$ cat src/rtl/adc_avg_pkg.sv
// Shared types and sizing helpers for the ADC moving-average filter.
package adc_avg_pkg;

    localparam int unsigned SAMPLE_W = 10;

    typedef logic [SAMPLE_W-1:0] sample_t;

    // Accumulator width for a 2^log2_n window of SAMPLE_W-bit samples.
    function automatic int unsigned sum_width(input int unsigned log2_n);
        return SAMPLE_W + log2_n + 1;
    endfunction

endpackage

$ cat src/rtl/adc_moving_avg_if.sv
// Sample stream into the filter and averaged stream out of it.
interface adc_moving_avg_if
    import adc_avg_pkg::*;
#(
    parameter int unsigned WIDTH = SAMPLE_W
);
    logic             data_valid;
    logic [WIDTH-1:0] data_in;
    logic [WIDTH-1:0] data_out;
    logic             out_valid;
    logic             full;

    modport master (
        output data_valid,
        output data_in,
        input  data_out,
        input  out_valid,
        input  full
    );

    modport slave (
        input  data_valid,
        input  data_in,
        output data_out,
        output out_valid,
        output full
    );
endinterface

$ cat src/rtl/sample_ring.sv
// N-entry register ring holding the averaging window; clears in one cycle.
module sample_ring
    import adc_avg_pkg::*;
#(
    parameter int unsigned WIDTH  = SAMPLE_W,
    parameter int unsigned LOG2_N = 3
) (
    input  logic             clk_i,
    input  logic             clr_i,
    input  logic             wr_en_i,
    input  logic [WIDTH-1:0] wr_data_i,
    output logic [WIDTH-1:0] oldest_c_o
);
    localparam int unsigned N     = 1 << LOG2_N;
    localparam int unsigned PTR_W = (LOG2_N > 0) ? LOG2_N : 1;

    logic [PTR_W-1:0] wr_ptr_q, wr_ptr_d;
    logic [WIDTH-1:0] ring_q [N];

    always_comb begin
        wr_ptr_d = wr_ptr_q;
        if (wr_en_i) begin
            wr_ptr_d = (wr_ptr_q == PTR_W'(N - 1)) ? '0 : wr_ptr_q + PTR_W'(1);
        end
    end

    always_ff @(posedge clk_i) begin
        if (clr_i) begin
            wr_ptr_q <= '0;
            for (int unsigned i = 0; i < N; i++) begin
                ring_q[i] <= '0;
            end
        end else begin
            wr_ptr_q <= wr_ptr_d;
            if (wr_en_i) begin
                ring_q[wr_ptr_q] <= wr_data_i;
            end
        end
    end

    // The slot about to be overwritten is the oldest sample in the window.
    assign oldest_c_o = ring_q[wr_ptr_q];

endmodule

$ cat src/rtl/adc_moving_avg.sv
// Boxcar moving average over the last 2^LOG2_N ADC samples.
// Define ADC_MOVING_AVG_ROUND_EN for round-half-up output instead of truncation.
module adc_moving_avg
    import adc_avg_pkg::*;
#(
    parameter int unsigned WIDTH  = SAMPLE_W,
    parameter int unsigned LOG2_N = 3
) (
    input logic              sysclk,
    input logic              reset,
    adc_moving_avg_if.slave  avg_if
);
    localparam int unsigned N      = 1 << LOG2_N;
    localparam int unsigned SUM_W  = sum_width(LOG2_N) - SAMPLE_W + WIDTH;
    localparam int unsigned FILL_W = LOG2_N + 1;

    logic             dv_prev_q;
    logic             acc_q;
    logic [SUM_W-1:0] sum_q, sum_d;
    logic [FILL_W-1:0] fill_q, fill_d;
    logic             full_q, full_d;
    logic [WIDTH-1:0] data_out_q, data_out_d;
    logic             out_valid_q, out_valid_d;
    logic             accept_c;
    logic [WIDTH-1:0] oldest_c;
    logic [SUM_W-1:0] sum_adj_c;

    assign accept_c = avg_if.data_valid & ~dv_prev_q;

    sample_ring #(
        .WIDTH  (WIDTH),
        .LOG2_N (LOG2_N)
    ) u_ring (
        .clk_i      (sysclk),
        .clr_i      (reset),
        .wr_en_i    (accept_c),
        .wr_data_i  (avg_if.data_in),
        .oldest_c_o (oldest_c)
    );

`ifdef ADC_MOVING_AVG_ROUND_EN
    // Adding N/2 before the shift gives round-half-up; N/2 is 0 for N=1.
    assign sum_adj_c = sum_q + SUM_W'(N >> 1);
`else
    assign sum_adj_c = sum_q;
`endif

    always_comb begin
        sum_d       = sum_q;
        fill_d      = fill_q;
        full_d      = full_q;
        out_valid_d = acc_q;
        data_out_d  = data_out_q;
        if (accept_c) begin
            // The evicted sample is already inside sum, so this never underflows.
            sum_d = sum_q + SUM_W'(avg_if.data_in) - SUM_W'(oldest_c);
            if (fill_q != FILL_W'(N)) begin
                fill_d = fill_q + FILL_W'(1);
            end
            full_d = full_q | (fill_d == FILL_W'(N));
        end
        if (acc_q) begin
            data_out_d = WIDTH'(sum_adj_c >> LOG2_N);
        end
    end

    always_ff @(posedge sysclk) begin
        if (reset) begin
            dv_prev_q   <= 1'b1;
            acc_q       <= 1'b0;
            sum_q       <= '0;
            fill_q      <= '0;
            full_q      <= 1'b0;
            data_out_q  <= '0;
            out_valid_q <= 1'b0;
        end else begin
            dv_prev_q   <= avg_if.data_valid;
            acc_q       <= accept_c;
            sum_q       <= sum_d;
            fill_q      <= fill_d;
            full_q      <= full_d;
            data_out_q  <= data_out_d;
            out_valid_q <= out_valid_d;
        end
    end

    assign avg_if.data_out  = data_out_q;
    assign avg_if.out_valid = out_valid_q;
    assign avg_if.full      = full_q;

endmodule

$ cat src/flat_wrapper.sv
// flat-port wrapper written by rule: the top's interface ports become plain ports
module adc_moving_avg_flat import adc_avg_pkg::*;
#(
    parameter int unsigned WIDTH  = SAMPLE_W,
    parameter int unsigned LOG2_N = 3
)
  (sysclk, reset, avg_if_data_valid, avg_if_data_in, avg_if_data_out, avg_if_out_valid, avg_if_full);
  adc_moving_avg_if #(.WIDTH(WIDTH)) avg_if_i ();
  input logic sysclk;
  input logic reset;
  input wire logic [$bits(avg_if_i.data_valid)-1:0] avg_if_data_valid;
  input wire logic [$bits(avg_if_i.data_in)-1:0] avg_if_data_in;
  output wire logic [$bits(avg_if_i.data_out)-1:0] avg_if_data_out;
  output wire logic [$bits(avg_if_i.out_valid)-1:0] avg_if_out_valid;
  output wire logic [$bits(avg_if_i.full)-1:0] avg_if_full;
  assign avg_if_i.data_valid = avg_if_data_valid;
  assign avg_if_i.data_in = avg_if_data_in;
  assign avg_if_data_out = avg_if_i.data_out;
  assign avg_if_out_valid = avg_if_i.out_valid;
  assign avg_if_full = avg_if_i.full;
  adc_moving_avg #(.WIDTH(WIDTH), .LOG2_N(LOG2_N)) u_core (.sysclk(sysclk), .reset(reset), .avg_if(avg_if_i));
endmodule
$ cat config.mk
export PLATFORM = sky130hd
export DESIGN_NAME = adc_moving_avg_flat
export DESIGN_NICKNAME = d
export VERILOG_FILES = /design/src/rtl/adc_avg_pkg.sv /design/src/rtl/adc_moving_avg_if.sv /design/src/rtl/sample_ring.sv /design/src/rtl/adc_moving_avg.sv /design/src/flat_wrapper.sv
export SDC_FILE = /design/constraint.sdc
export NUM_CORES = 1
export LEC_CHECK = 0
export CORE_MARGIN = 3
export CORE_UTILIZATION = 66
export CTS_CLUSTER_SIZE = 10
export DETAILED_ROUTE_END_ITERATION = 8
export PLACE_DENSITY = 0.86
export SYNTH_ARGS = -nofsm -noshare
export SYNTH_HDL_FRONTEND = slang
export SYNTH_HIERARCHICAL = 1
export SYNTH_SLANG_ARGS = --single-unit
export TNS_END_PERCENT = 30
$ cat constraint.sdc
create_clock -name sysclk -period 8 [get_ports sysclk]
set_clock_uncertainty 0.05 [all_clocks]
set_input_delay 2.4 -clock sysclk [delete_from_list [all_inputs] [get_ports sysclk]]
set_output_delay 2.4 -clock sysclk [all_outputs]
set_load 0.1 [all_outputs]
==> run summary <==
====================================================================================
Maximum fanout along the worst path ...................................           24
Critical path cell sequence ........................................... clkdlybuf4s50_1, nand2b_1, buf_4, inv_1, nand2_1, buf_4, o21bai_1
Depth of the worst register-to-register path ..........................           10
Hpwl dp ...............................................................      9060 µm
Number of register bits inferred by synthesis .........................          117
Die area ..............................................................   10,200 µm²
Crit start category ................................................... primary input
Aggregate negative setup slack ........................................         0 ns
Crit end category .....................................................     register
Final critical path time including I/O delays and setup ...............      5.39 ns
Starting density of the core ..........................................        0.683
H-tree depth ..........................................................            4
Number of hold violations in the final report .........................            0
Clock sink count ......................................................          117
Register area share after synthesis ...................................        0.525
Maximum buffer depth of the clock tree ................................            2
FF-to-FF End .......................................................... u_core/sum_adj_c[11]
Total number of vias ..................................................        4,255
R2R Setup Slk .........................................................      3.56 ns
Crit path kind ........................................................       in2reg
Area added between synthesis and finish ...............................        14.4%
Synthesized netlist net count .........................................          548
Launch instance of the worst min-delay path ........................... u_core/sum_adj_c[0]
Final layout net count ................................................          563
Wire length of the first global-routing pass ..........................    22,300 µm
Hold EP ............................................................... u_core/sum_adj_c[0]
Height of the die .....................................................       101 µm
Fillers ...............................................................          505
# Max-Cap Violations ..................................................            0
CP bufs+invs ..........................................................            4
Number of top-level pins ..............................................           25
Hold Crit Class .......................................................      reg2reg
Tcrit/Tclk final ......................................................        0.674
Clock insertion delay at the later pin of the skew report .............      0.52 ns
Worst path arrival time ...............................................      5.48 ns
Number of different library cells in the post-synthesis netlist .......           50
Run status ............................................................    completed
Number of nets still failing antenna checks after routing .............            0
Number of enable-type register cells in the synthesized netlist .......           80
Number of global-route vias before repair .............................        4,146
Number of warnings reported in the yosys synthesis log ................            6
Gates resized, CTS repair .............................................            0
Top Family by Delay on Critical Path .................................. buffers and inverters
Cells after Synth .....................................................          508
Peak supply drop ......................................................   0.000199 V
Drt wl/cell ...........................................................      21.7 µm
RePlAce Congestion ....................................................        0.954
Final std cell area, no fill ..........................................     6850 µm²
LEAKAGE ...............................................................      2.49 nW
Max stage delay cell, worst path ...................................... sky130_fd_sc_hd__o21bai_1
Die width .............................................................       101 µm
Worst-Margin Slew .....................................................      1.03 ns
Post-route DRC ........................................................            0
Worst Hold Depth ......................................................            2
Buffers added on ports ................................................           24
Standard cell core area ...............................................     8760 µm²
Cell area after placement .............................................     6250 µm²
Vias/cell .............................................................         6.61
Site Rows .............................................................           34
Initial antenna violation count .......................................            0
Final WL ..............................................................    14,000 µm
Share of synthesized flip-flops with an asynchronous set or reset .....            0
Post-CTS Repair Setup Buffers .........................................            0
Post-synthesis area per instance ......................................     11.8 µm²
Delay of the slowest critical-path stage ..............................      0.74 ns
Inserted Diodes .......................................................            0
Max-slew violation total from the final report ........................            0
Sum of overflow across all layers after global routing ................            0
Pin count of the biggest net entering global routing ..................           50
Most used cell along the critical path ................................ sky130_fd_sc_hd__buf_4
Root Buffer ........................................................... sky130_fd_sc_hd__clkbuf_8
Number of buffers inserted for hold repair after clock tree synthesis .            0
Worst slew margin relative to its limit ...............................        0.314
Total power per unit cell area ........................................   243 nW/µm²
Proportion of layout cells with a drive suffix above 1 ................       0.0989
Critical path launch point ............................................ avg_if_data_valid
Clock-pin slew on the worst setup and hold paths ......................      0.05 ns
Commonest cells after routing, fill and taps aside .................... sky130_fd_sc_hd__nor3_1, sky130_fd_sc_hd__edfxtp_1, sky130_fd_sc_hd__inv_1, sky130_fd_sc_hd__dfxtp_1, sky130_fd_sc_hd__a21oi_1
Syn Std Cell Area .....................................................     5980 µm²
Number of failing setup endpoints in the final timing report ..........            0
Worst EP required .....................................................      8.09 ns
Most common cell after layout, fill and taps aside .................... sky130_fd_sc_hd__nor3_1
TritonCTS buffer count ................................................           17
DRT iter0 DRCs ........................................................          555
Setup repair after global routing missed its margin ...................        false
Aggregate global-route resource usage .................................        0.294
Count of TritonRoute iterations in the first routing pass .............            7
Post-synth top flop ................................................... sky130_fd_sc_hd__edfxtp_1
Clock tree from TritonCTS .............................................          yes
Max Clk Rate ..........................................................    0.185 GHz
====================================================================================
[synthesized netlist by cell type, types with 2 or more instances]
cell,number,area [µm²]
sky130_fd_sc_hd__nor4_1,2,12.5
sky130_fd_sc_hd__nand4_1,5,31.3
sky130_fd_sc_hd__buf_6,2,22.5
sky130_fd_sc_hd__or3_1,3,18.8
sky130_fd_sc_hd__a32o_1,2,20.0
sky130_fd_sc_hd__mux4_1,20,526
sky130_fd_sc_hd__ha_1,17,213
sky130_fd_sc_hd__dfxtp_1,37,741
sky130_fd_sc_hd__fa_1,10,200
sky130_fd_sc_hd__xnor2_1,2,17.5
sky130_fd_sc_hd__o21ai_0,10,50.1
sky130_fd_sc_hd__inv_1,46,173
sky130_fd_sc_hd__a21o_1,4,30.0
sky130_fd_sc_hd__nand3_1,2,10.0
sky130_fd_sc_hd__clkinv_1,10,37.5
sky130_fd_sc_hd__and3_1,3,18.8
sky130_fd_sc_hd__nor2b_1,3,18.8
sky130_fd_sc_hd__nor2_1,19,71.3
sky130_fd_sc_hd__buf_1,8,30.0
sky130_fd_sc_hd__o211a_1,2,20.0
sky130_fd_sc_hd__o21bai_1,8,60.1
sky130_fd_sc_hd__mux2_2,10,113
sky130_fd_sc_hd__a211oi_1,2,15.0
sky130_fd_sc_hd__nand3b_1,3,22.5
sky130_fd_sc_hd__buf_2,7,35.0
sky130_fd_sc_hd__nand2b_1,3,18.8
sky130_fd_sc_hd__clkbuf_1,15,56.3
sky130_fd_sc_hd__a31oi_1,2,12.5
sky130_fd_sc_hd__a21oi_1,26,130
sky130_fd_sc_hd__edfxtp_1,80,2400
sky130_fd_sc_hd__or3b_2,3,26.3
sky130_fd_sc_hd__buf_4,2,15.0
sky130_fd_sc_hd__or4_1,4,30.0
sky130_fd_sc_hd__nor3_1,86,430
sky130_fd_sc_hd__nand2_1,21,78.8
sky130_fd_sc_hd__mux2i_1,15,150
[sequential cells by signal, indices dropped and copies added (netlist names), named ones only]
name	flops
u_core/sum_adj_c	13
u_core/u_ring/ring_q	80
u_core/avg_if.full	1
u_core/avg_if.out_valid	1
u_core/fill_q	4
u_core/u_ring/wr_ptr_q	3
u_core/acc_q	1
u_core/avg_if.data_out	10
u_core/dv_prev_q	1
[report_power, final]
group / internal (W) / leakage [nW] / switching (W) / total [W]
registers: 0.000669 / 1.13 / 0.0000170 / 0.000686
logic: 0.0000816 / 1.08 / 0.000131 / 0.000213
clock network: 0.000502 / 0.282 / 0.000265 / 0.000768
[worst min-delay path, cell delays in order, from the launching register on]
cell                      delay, ns
sky130_fd_sc_hd__dfxtp_1       0.30
sky130_fd_sc_hd__nand2_1       0.05
sky130_fd_sc_hd__a21oi_1       0.05
[logic make-up (layout without fill, tap and decap cells)]
| family | Yosys count | count (layout) | synth area share |
|---|---|---|---|
| buffers and inverters | 90 | 118 | 0.0617 |
| adders and majority gates | 27 | 27 | 0.0690 |
| muxes | 45 | 45 | 0.132 |
| and+or+nand+nor | 160 | 160 | 0.135 |
| DFF | 117 | 117 | 0.525 |
| xor gates and xnor gates | 3 | 3 | 0.00439 |
| AOI/OAI and AO/OA | 66 | 66 | 0.0730 |
[area by class of cell]
class / instances / area, µm² / share of cell area
sequential: 117 / 3140 / 0.459
multi-input combinational: 301 / 2470 / 0.361
clock buffer: 18 / 418 / 0.0610
timing repair buffer: 30 / 285 / 0.0417
inverter: 56 / 210 / 0.0307
clock inverter: 14 / 185 / 0.0270
tap: 108 / 135 / 0.0197
[routing by layer]
metal | part of all wire | track usage | routed length [µm] | vias to the layer above
li1 | - | - | - | 1907
met1 | 0.39 | 0.378 | 5390 | 2047
met2 | 0.50 | 0.474 | 6930 | 263
met3 | 0.084 | 0.0620 | 1170 | 38
met4 | 0.034 | 0.152 | 476 | 0
met5 | 0 | 0 | 0 | -
[per-stage QoR]
stage	setup slack [ns]	total power [W]	hold slack, ns	util	instances
global route	2.42	0.00172	0.436	0.782	644
detailed placement	2.21	0.000900	0.404	0.713	612
CTS	2.67	0.00167	0.413	0.782	644
floorplan	3.32	0.000848	0.386	-	508
global placement	2.40	0.000889	0.409	0.713	612
finish	2.61	0.00167	0.409	0.782	644
[worst max-delay path by stage]
| stage | end | slack [ns] | cells past startpoint |
|---|---|---|---|
| 2_1_floorplan | u_core/sum_adj_c[11] | 3.32 | 9 |
| 6_report | u_core/u_ring/ring_q[5][9] | 2.61 | 7 |
| 4_1_cts | u_core/u_ring/ring_q[5][9] | 2.67 | 7 |
| 5_1_grt | u_core/u_ring/ring_q[7][8] | 2.42 | 7 |
| 3_3_place_gp | u_core/u_ring/ring_q[5][2] | 2.40 | 7 |
| 3_5_place_dp | u_core/u_ring/ring_q[5][1] | 2.21 | 7 |
Note: power is estimated with default switching activity, not from simulation.
